--- src/rtl/ctrl_pkg.sv ---
// rtl/ctrl_pkg.sv - shared opcodes, mux encodings and state type for multicycle_control
// Purpose: constants and types used by multicycle_control and op_decode.
// Ports: none (package).
package ctrl_pkg;

  localparam logic [6:0] OP_R   = 7'b0110011;
  localparam logic [6:0] OP_I   = 7'b0010011;
  localparam logic [6:0] OP_LW  = 7'b0000011;
  localparam logic [6:0] OP_SW  = 7'b0100011;
  localparam logic [6:0] OP_BEQ = 7'b1100011;
  localparam logic [6:0] OP_JAL = 7'b1101111;

  localparam logic [1:0] ALUOP_ADD = 2'b00;
  localparam logic [1:0] ALUOP_R   = 2'b10;
  localparam logic [1:0] ALUOP_BEQ = 2'b11;

  localparam logic [1:0] SRCB_RS2  = 2'b00;
  localparam logic [1:0] SRCB_FOUR = 2'b01;
  localparam logic [1:0] SRCB_IMM  = 2'b10;

  typedef enum logic [2:0] {
    S_IDLE,
    S_FETCH,
    S_DECODE,
    S_EXEC,
    S_MEM,
    S_WB,
    S_BRANCH,
    S_TRAP
  } stateT;

  typedef struct packed {
    logic r;
    logic i;
    logic lw;
    logic sw;
    logic beq;
    logic jal;
    logic illegal;
  } opClassT;

endpackage

--- src/rtl/op_decode.sv ---
// rtl/op_decode.sv - combinational opcode-to-instruction-class decoder
// Purpose: one-hot class of a 7-bit opcode; jal is legal only when ENABLE_JAL != 0.
// Ports:
//   op       in   7-bit opcode
//   opClass  out  one-hot class {r, i, lw, sw, beq, jal, illegal}
module op_decode
  import ctrl_pkg::*;
#(
  parameter int ENABLE_JAL = 0
) (
  input  logic [6:0] op,
  output opClassT    opClass
);

  always_comb begin
    opClass = '0;
    case (op)
      OP_R:    opClass.r   = 1'b1;
      OP_I:    opClass.i   = 1'b1;
      OP_LW:   opClass.lw  = 1'b1;
      OP_SW:   opClass.sw  = 1'b1;
      OP_BEQ:  opClass.beq = 1'b1;
      OP_JAL: begin
        if (ENABLE_JAL != 0) opClass.jal = 1'b1;
        else                 opClass.illegal = 1'b1;
      end
      default: opClass.illegal = 1'b1;
    endcase
  end

endmodule

--- src/rtl/multicycle_control.sv ---
// rtl/multicycle_control.sv - multi-cycle RISC-V control FSM with memory handshake and traps
// Purpose: sequences FETCH/DECODE/EXEC/MEM/WB/BRANCH, drives Moore datapath controls,
//          traps on illegal opcodes or memory timeouts, counts retired instructions.
// Ports:
//   clk_i, rst_i (sync, active-high), start_i, Op_i, NoOp_i, mem_ack_i   inputs
//   mem_req_o, mem_we_o, IorD_o, IRWrite_o, PCWrite_o, PCWriteCond_o,
//   ALUSrcA_o, ALUSrcB_o, ALUOp_o, RegWrite_o, MemtoReg_o                datapath controls
//   busy_o, illegal_o, timeout_o, instret_o                              status
module multicycle_control
  import ctrl_pkg::*;
#(
  parameter int MEM_TIMEOUT = 16,
  parameter int ENABLE_JAL  = 0,
  parameter int CNT_W       = 32
) (
  input  logic             clk_i,
  input  logic             rst_i,
  input  logic             start_i,
  input  logic [6:0]       Op_i,
  input  logic             NoOp_i,
  input  logic             mem_ack_i,
  output logic             mem_req_o,
  output logic             mem_we_o,
  output logic             IorD_o,
  output logic             IRWrite_o,
  output logic             PCWrite_o,
  output logic             PCWriteCond_o,
  output logic             ALUSrcA_o,
  output logic [1:0]       ALUSrcB_o,
  output logic [1:0]       ALUOp_o,
  output logic             RegWrite_o,
  output logic             MemtoReg_o,
  output logic             busy_o,
  output logic             illegal_o,
  output logic             timeout_o,
  output logic [CNT_W-1:0] instret_o
);

  localparam int WAIT_W = (MEM_TIMEOUT > 1) ? $clog2(MEM_TIMEOUT) : 1;

  stateT             state, nextState;
  logic [6:0]        opReg;
  logic [6:0]        decOp;
  opClassT           opClass;
  logic [WAIT_W-1:0] waitCnt;
  logic              waitExpired;
  logic              retire;
  logic              setIllegal;
  logic              setTimeout;

  // DECODE classifies the live opcode; later states use the copy latched in DECODE.
  assign decOp = (state == S_DECODE) ? Op_i : opReg;

  op_decode #(
    .ENABLE_JAL(ENABLE_JAL)
  ) uDecode (
    .op     (decOp),
    .opClass(opClass)
  );

  // True in the last un-acked request cycle allowed; an ack in that cycle still wins.
  assign waitExpired = (MEM_TIMEOUT > 0) && (waitCnt == WAIT_W'(MEM_TIMEOUT - 1));

  assign busy_o = (state != S_IDLE) && (state != S_TRAP);

  always_comb begin
    nextState     = state;
    retire        = 1'b0;
    setIllegal    = 1'b0;
    setTimeout    = 1'b0;
    mem_req_o     = 1'b0;
    mem_we_o      = 1'b0;
    IorD_o        = 1'b0;
    IRWrite_o     = 1'b0;
    PCWrite_o     = 1'b0;
    PCWriteCond_o = 1'b0;
    ALUSrcA_o     = 1'b0;
    ALUSrcB_o     = SRCB_RS2;
    ALUOp_o       = ALUOP_ADD;
    RegWrite_o    = 1'b0;
    MemtoReg_o    = 1'b0;
    case (state)
      S_IDLE: begin
        if (start_i) nextState = S_FETCH;
      end
      S_FETCH: begin
        mem_req_o = 1'b1;
        ALUSrcB_o = SRCB_FOUR;
        ALUOp_o   = ALUOP_ADD;
        if (mem_ack_i) begin
          IRWrite_o = 1'b1;
          PCWrite_o = 1'b1;
          nextState = S_DECODE;
        end else if (waitExpired) begin
          nextState  = S_TRAP;
          setTimeout = 1'b1;
        end
      end
      S_DECODE: begin
        ALUSrcB_o = SRCB_IMM;
        if (NoOp_i) begin
          nextState = S_FETCH;
        end else if (opClass.r || opClass.i || opClass.lw || opClass.sw) begin
          nextState = S_EXEC;
        end else if (opClass.beq) begin
          nextState = S_BRANCH;
        end else if (opClass.jal) begin
          nextState = S_WB;
        end else if (opClass.illegal) begin
          nextState  = S_TRAP;
          setIllegal = 1'b1;
        end
      end
      S_EXEC: begin
        ALUSrcA_o = 1'b1;
        if (opClass.r) begin
          ALUSrcB_o = SRCB_RS2;
          ALUOp_o   = ALUOP_R;
        end else begin
          ALUSrcB_o = SRCB_IMM;
          ALUOp_o   = ALUOP_ADD;
        end
        nextState = (opClass.lw || opClass.sw) ? S_MEM : S_WB;
      end
      S_MEM: begin
        mem_req_o = 1'b1;
        IorD_o    = 1'b1;
        mem_we_o  = opClass.sw;
        if (mem_ack_i) begin
          if (opClass.sw) begin
            nextState = S_FETCH;
            retire    = 1'b1;
          end else begin
            nextState = S_WB;
          end
        end else if (waitExpired) begin
          nextState  = S_TRAP;
          setTimeout = 1'b1;
        end
      end
      S_WB: begin
        RegWrite_o = 1'b1;
        MemtoReg_o = opClass.lw;
        PCWrite_o  = opClass.jal;
        nextState  = S_FETCH;
        retire     = 1'b1;
      end
      S_BRANCH: begin
        ALUSrcA_o     = 1'b1;
        ALUSrcB_o     = SRCB_RS2;
        ALUOp_o       = ALUOP_BEQ;
        PCWriteCond_o = 1'b1;
        nextState     = S_FETCH;
        retire        = 1'b1;
      end
      S_TRAP: begin
        nextState = S_TRAP;
      end
      default: nextState = S_IDLE;
    endcase
  end

  always_ff @(posedge clk_i) begin
    if (rst_i) begin
      state     <= S_IDLE;
      opReg     <= '0;
      waitCnt   <= '0;
      instret_o <= '0;
      illegal_o <= 1'b0;
      timeout_o <= 1'b0;
    end else begin
      state <= nextState;
      if (state == S_DECODE) opReg <= Op_i;
      // Any state change restarts the count, so FETCH and MEM always begin at zero.
      if (nextState != state) waitCnt <= '0;
      else if (mem_req_o)     waitCnt <= waitCnt + WAIT_W'(1);
      if (retire) instret_o <= instret_o + CNT_W'(1);
      illegal_o <= illegal_o | setIllegal;
      timeout_o <= timeout_o | setTimeout;
    end
  end

endmodule

--- config.mk ---
export PLATFORM = sky130hd
export DESIGN_NAME = multicycle_control
export DESIGN_NICKNAME = d
export VERILOG_FILES = /design/src/rtl/ctrl_pkg.sv /design/src/rtl/op_decode.sv /design/src/rtl/multicycle_control.sv
export SDC_FILE = /design/constraint.sdc
export NUM_CORES = 1
export LEC_CHECK = 0
export BUFFER_PORTS_ARGS = -buffer_cell sky130_fd_sc_hd__clkbuf_2
export CAP_MARGIN = 30
export CORE_MARGIN = 10
export CORE_UTILIZATION = 54
export CTS_CLUSTER_DIAMETER = 100
export DETAILED_ROUTE_END_ITERATION = 8
export GPL_TIMING_DRIVEN = 0
export PLACE_DENSITY = 0.81
export SLEW_MARGIN = 20
export SYNTH_ARGS = -nofsm -noshare
export SYNTH_HDL_FRONTEND = slang
export SYNTH_SLANG_ARGS = --single-unit
export TNS_END_PERCENT = 100
--- constraint.sdc ---
create_clock -name clk_i -period 3.5 [get_ports clk_i]
set_input_delay 0.35 -clock clk_i [delete_from_list [all_inputs] [get_ports clk_i]]
set_output_delay 0.35 -clock clk_i [all_outputs]
set_load 0.05 [all_outputs]
==> qor.yml <==
clocking:
  clkTransAtPathRegs_ps: 80
  root_buffer: "clkbuf_8"
  cts_buffer_depth: 2
  holdBufCountCts: 0
  clkSinkCount: 48
  cts_tree: "built"
  h-tree-depth: 2
  cts_resized: 0
  clock_latency_ps: 300
  post_cts_buffers: 0
  numCtsBuffers: 5
place:
  gp_routability_congestion: 0.824
  io_buffer_count: 57
  hpwl_um: 4810
  detailed_place.area_um2: 2910
sta:
  max_slew_margin: 0.545
  hold_viol_final: 0
  skew_ps: 6.90
  rsz0062_at_grt: "no"
  min_period_ps: 2360
  period_share: 0.674
  tightestPinTransition_ps: 673
  fmax_mhz: 424
  setup_tns_ps: 0
  setup_violations: 0
  slew_violations: 0
die:
  core-area_um2: 4470
  initial_core_util: 0.572
  die_y_um: 88.8
  dieWidth_um: 88.8
  io_pins: 60
  rows: 24
  dieArea_um2: 7890
global_routing:
  antenna_found_initial: 0
  grt_pass1_wl_um: 10800
  track_usage: 0.170
  grt_max_degree: 15
  grt_pass1_vias: 2335
  gr-total-overflow: 0
yosys:
  yosysMostFrequentCell: "dfxtp_1"
  synth.distinct_cells: 48
  syn_avg_cell_area_um2: 8.17
  synth_area_leaders: "dfxtp_1 38%, nor2_1 5.9%, xnor2_1 5.5%"
  synth_edf_count: 0
  synth_top_area_frac: 0.376
  synth_fp_nets: 327
  synth_common_cells: "48 x dfxtp_1, 40 x nor2_1, 26 x a21oi_1"
  synth_area_um2: 2560
  synth-seq-cells: 48
  ys.flop_type: "dfxtp_1"
  yosysWarnings: 0
  seq_area_frac_synth: 0.376
  yosysTopAreaCell: "dfxtp_1"
  syn_inst: 313
  async_flop_share: 0
route:
  postRouteAntennaNets: 0
  wl_um: 6510
  vias_per_cell: 5.74
  dr.pass1.iters: 5
  drt_iter0_markers: 149
  avgRoutedWirePerCell_um: 15.1
  vias: 2469
  drcViolationCount: 0
worst_setup_path:
  crit_buf_inv: 3
  cp-start-kind: "flip-flop"
  crit_fanout: 10
  arrival_ps: 2010
  crit_family: "buffers and inverters"
  worstSetupEndpointType: "output port"
  slowest_delay_ps: 390
  cp_cell_sequence: "buf_4, clkbuf_1, and2_1, nor3b_1, clkbuf_2"
  cp.required_ps: 3150
  cp_slowest_cell: "dfxtp_1"
  path_class: "flip-flop to output port"
cells_and_area:
  num-nets-final: 391
  drive_above_1_share: 0.214
  n_antenna_cell: 0
  area_delta_synth_final_pct: 17.9
  fill_cells: 394
  final_area_um2: 3020
pwr:
  combPwrFrac: 0.210
  seqPwrFrac: 0.466
  power_frac_clock: 0.324
  vdd_drop_max_mv: 0.244
  swShare: 0.302
  netSwitchingPower_mw: 0.367
  p_per_area_nw_per_um2: 403
  leakage_nw: 1.13
  internal_power_mw: 0.849
run_status:
  status: "complete, no violations"
min_path:
  min-delay-path-class: "input pin to flip-flop"
flow_run:
  maxCapViolCount: 0
-- flip-flops by register name (all words and copies together), names as in the netlist --
register,cells
waitCnt,4
instret_o,32
state,3
timeout_o,1
opReg,7
illegal_o,1
-- through the flow --
step	setup WS, ps	total power, mW	instances	hold slack (ps)	utilization
finish	1140	1.22	430	305	0.674
global route	1020	1.27	430	305	0.674
CTS	1150	1.23	430	296	0.674
detailed placement	1250	0.833	422	461	0.650
global placement	1280	0.831	422	452	0.650
floorplan	659	0.777	313	452	-
-- power by group through the flow --
stage	sequential [mW]	combinational [mW]	clock, mW
3_5_place_dp	0.580	0.254	0
4_1_cts	0.567	0.254	0.406
2_1_floorplan	0.582	0.194	0
3_3_place_gp	0.579	0.252	0
5_1_grt	0.569	0.276	0.427
6_report	0.567	0.256	0.394
-- logic make-up (layout without fill, tap and decap cells) --
| family | count (synthesis) | count (layout) | synth area share |
|---|---|---|---|
| adder cells (fa/ha/maj) | 2 | 2 | 0.00978 |
| AO/OA/AOI/OAI | 59 | 59 | 0.137 |
| AND/OR/NAND/NOR | 149 | 149 | 0.330 |
| multiplexers | 9 | 9 | 0.0352 |
| XOR/XNOR | 19 | 19 | 0.0650 |
| buffers and inverters | 27 | 92 | 0.0479 |
| flip-flops | 48 | 48 | 0.376 |
-- cell type report --
| type | instances | area, um^2 | share of cell area |
|---|---|---|---|
| Buffer | 23 | 108 | 0.0357 |
| Clock buffer | 6 | 72.6 | 0.0241 |
| Clock inverter | 2 | 35.0 | 0.0116 |
| Inverter | 4 | 15.0 | 0.00498 |
| Multi-Input combinational cell | 238 | 1480 | 0.489 |
| Sequential cell | 48 | 961 | 0.319 |
| Tap cell | 52 | 65.1 | 0.0216 |
| Timing Repair Buffer | 57 | 285 | 0.0946 |
-- per-layer routing --
layer  track usage  up-vias  wire [um]
met4        0.0587        0         51
met2         0.273       67       2930
li1              -     1262          -
met1         0.204     1134       3060
met3        0.0597        6        472
met5             0        -          0
-- placed cells by master (no fill, tap or decap), drive strengths merged, types with 6 or more instances in the layout --
cell type,synthesis,layout
clkbuf,12,75
dfxtp,48,48
nor2,40,40
a21oi,26,26
xnor2,16,16
o21ai,15,15
nand3,15,15
nand2,13,13
or3,11,11
buf,11,11
nand4,9,9
mux2i,9,9
nor3,9,9
nor2b,6,6
nor4,6,6
-- worst paths after layout --
check / start / to / slack (ps) / depth (start not counted)
min reg2reg: illegal_o / illegal_o / 480 / 2
min: Op_i[0] / opReg[0] / 310 / 3
max: state[0] / MemtoReg_o / 1140 / 5
max reg2reg: state[2] / instret_o[24] / 1310 / 7
-- worst reg2reg max path: cells and delay by family, from the launching register on --
family / cells / cell delay [ps]
buf+inv: 2 / 350
compound gates: 2 / 380
simple gates: 3 / 1100
flops: 1 / 310
Power figures use the tool's default switching activity.
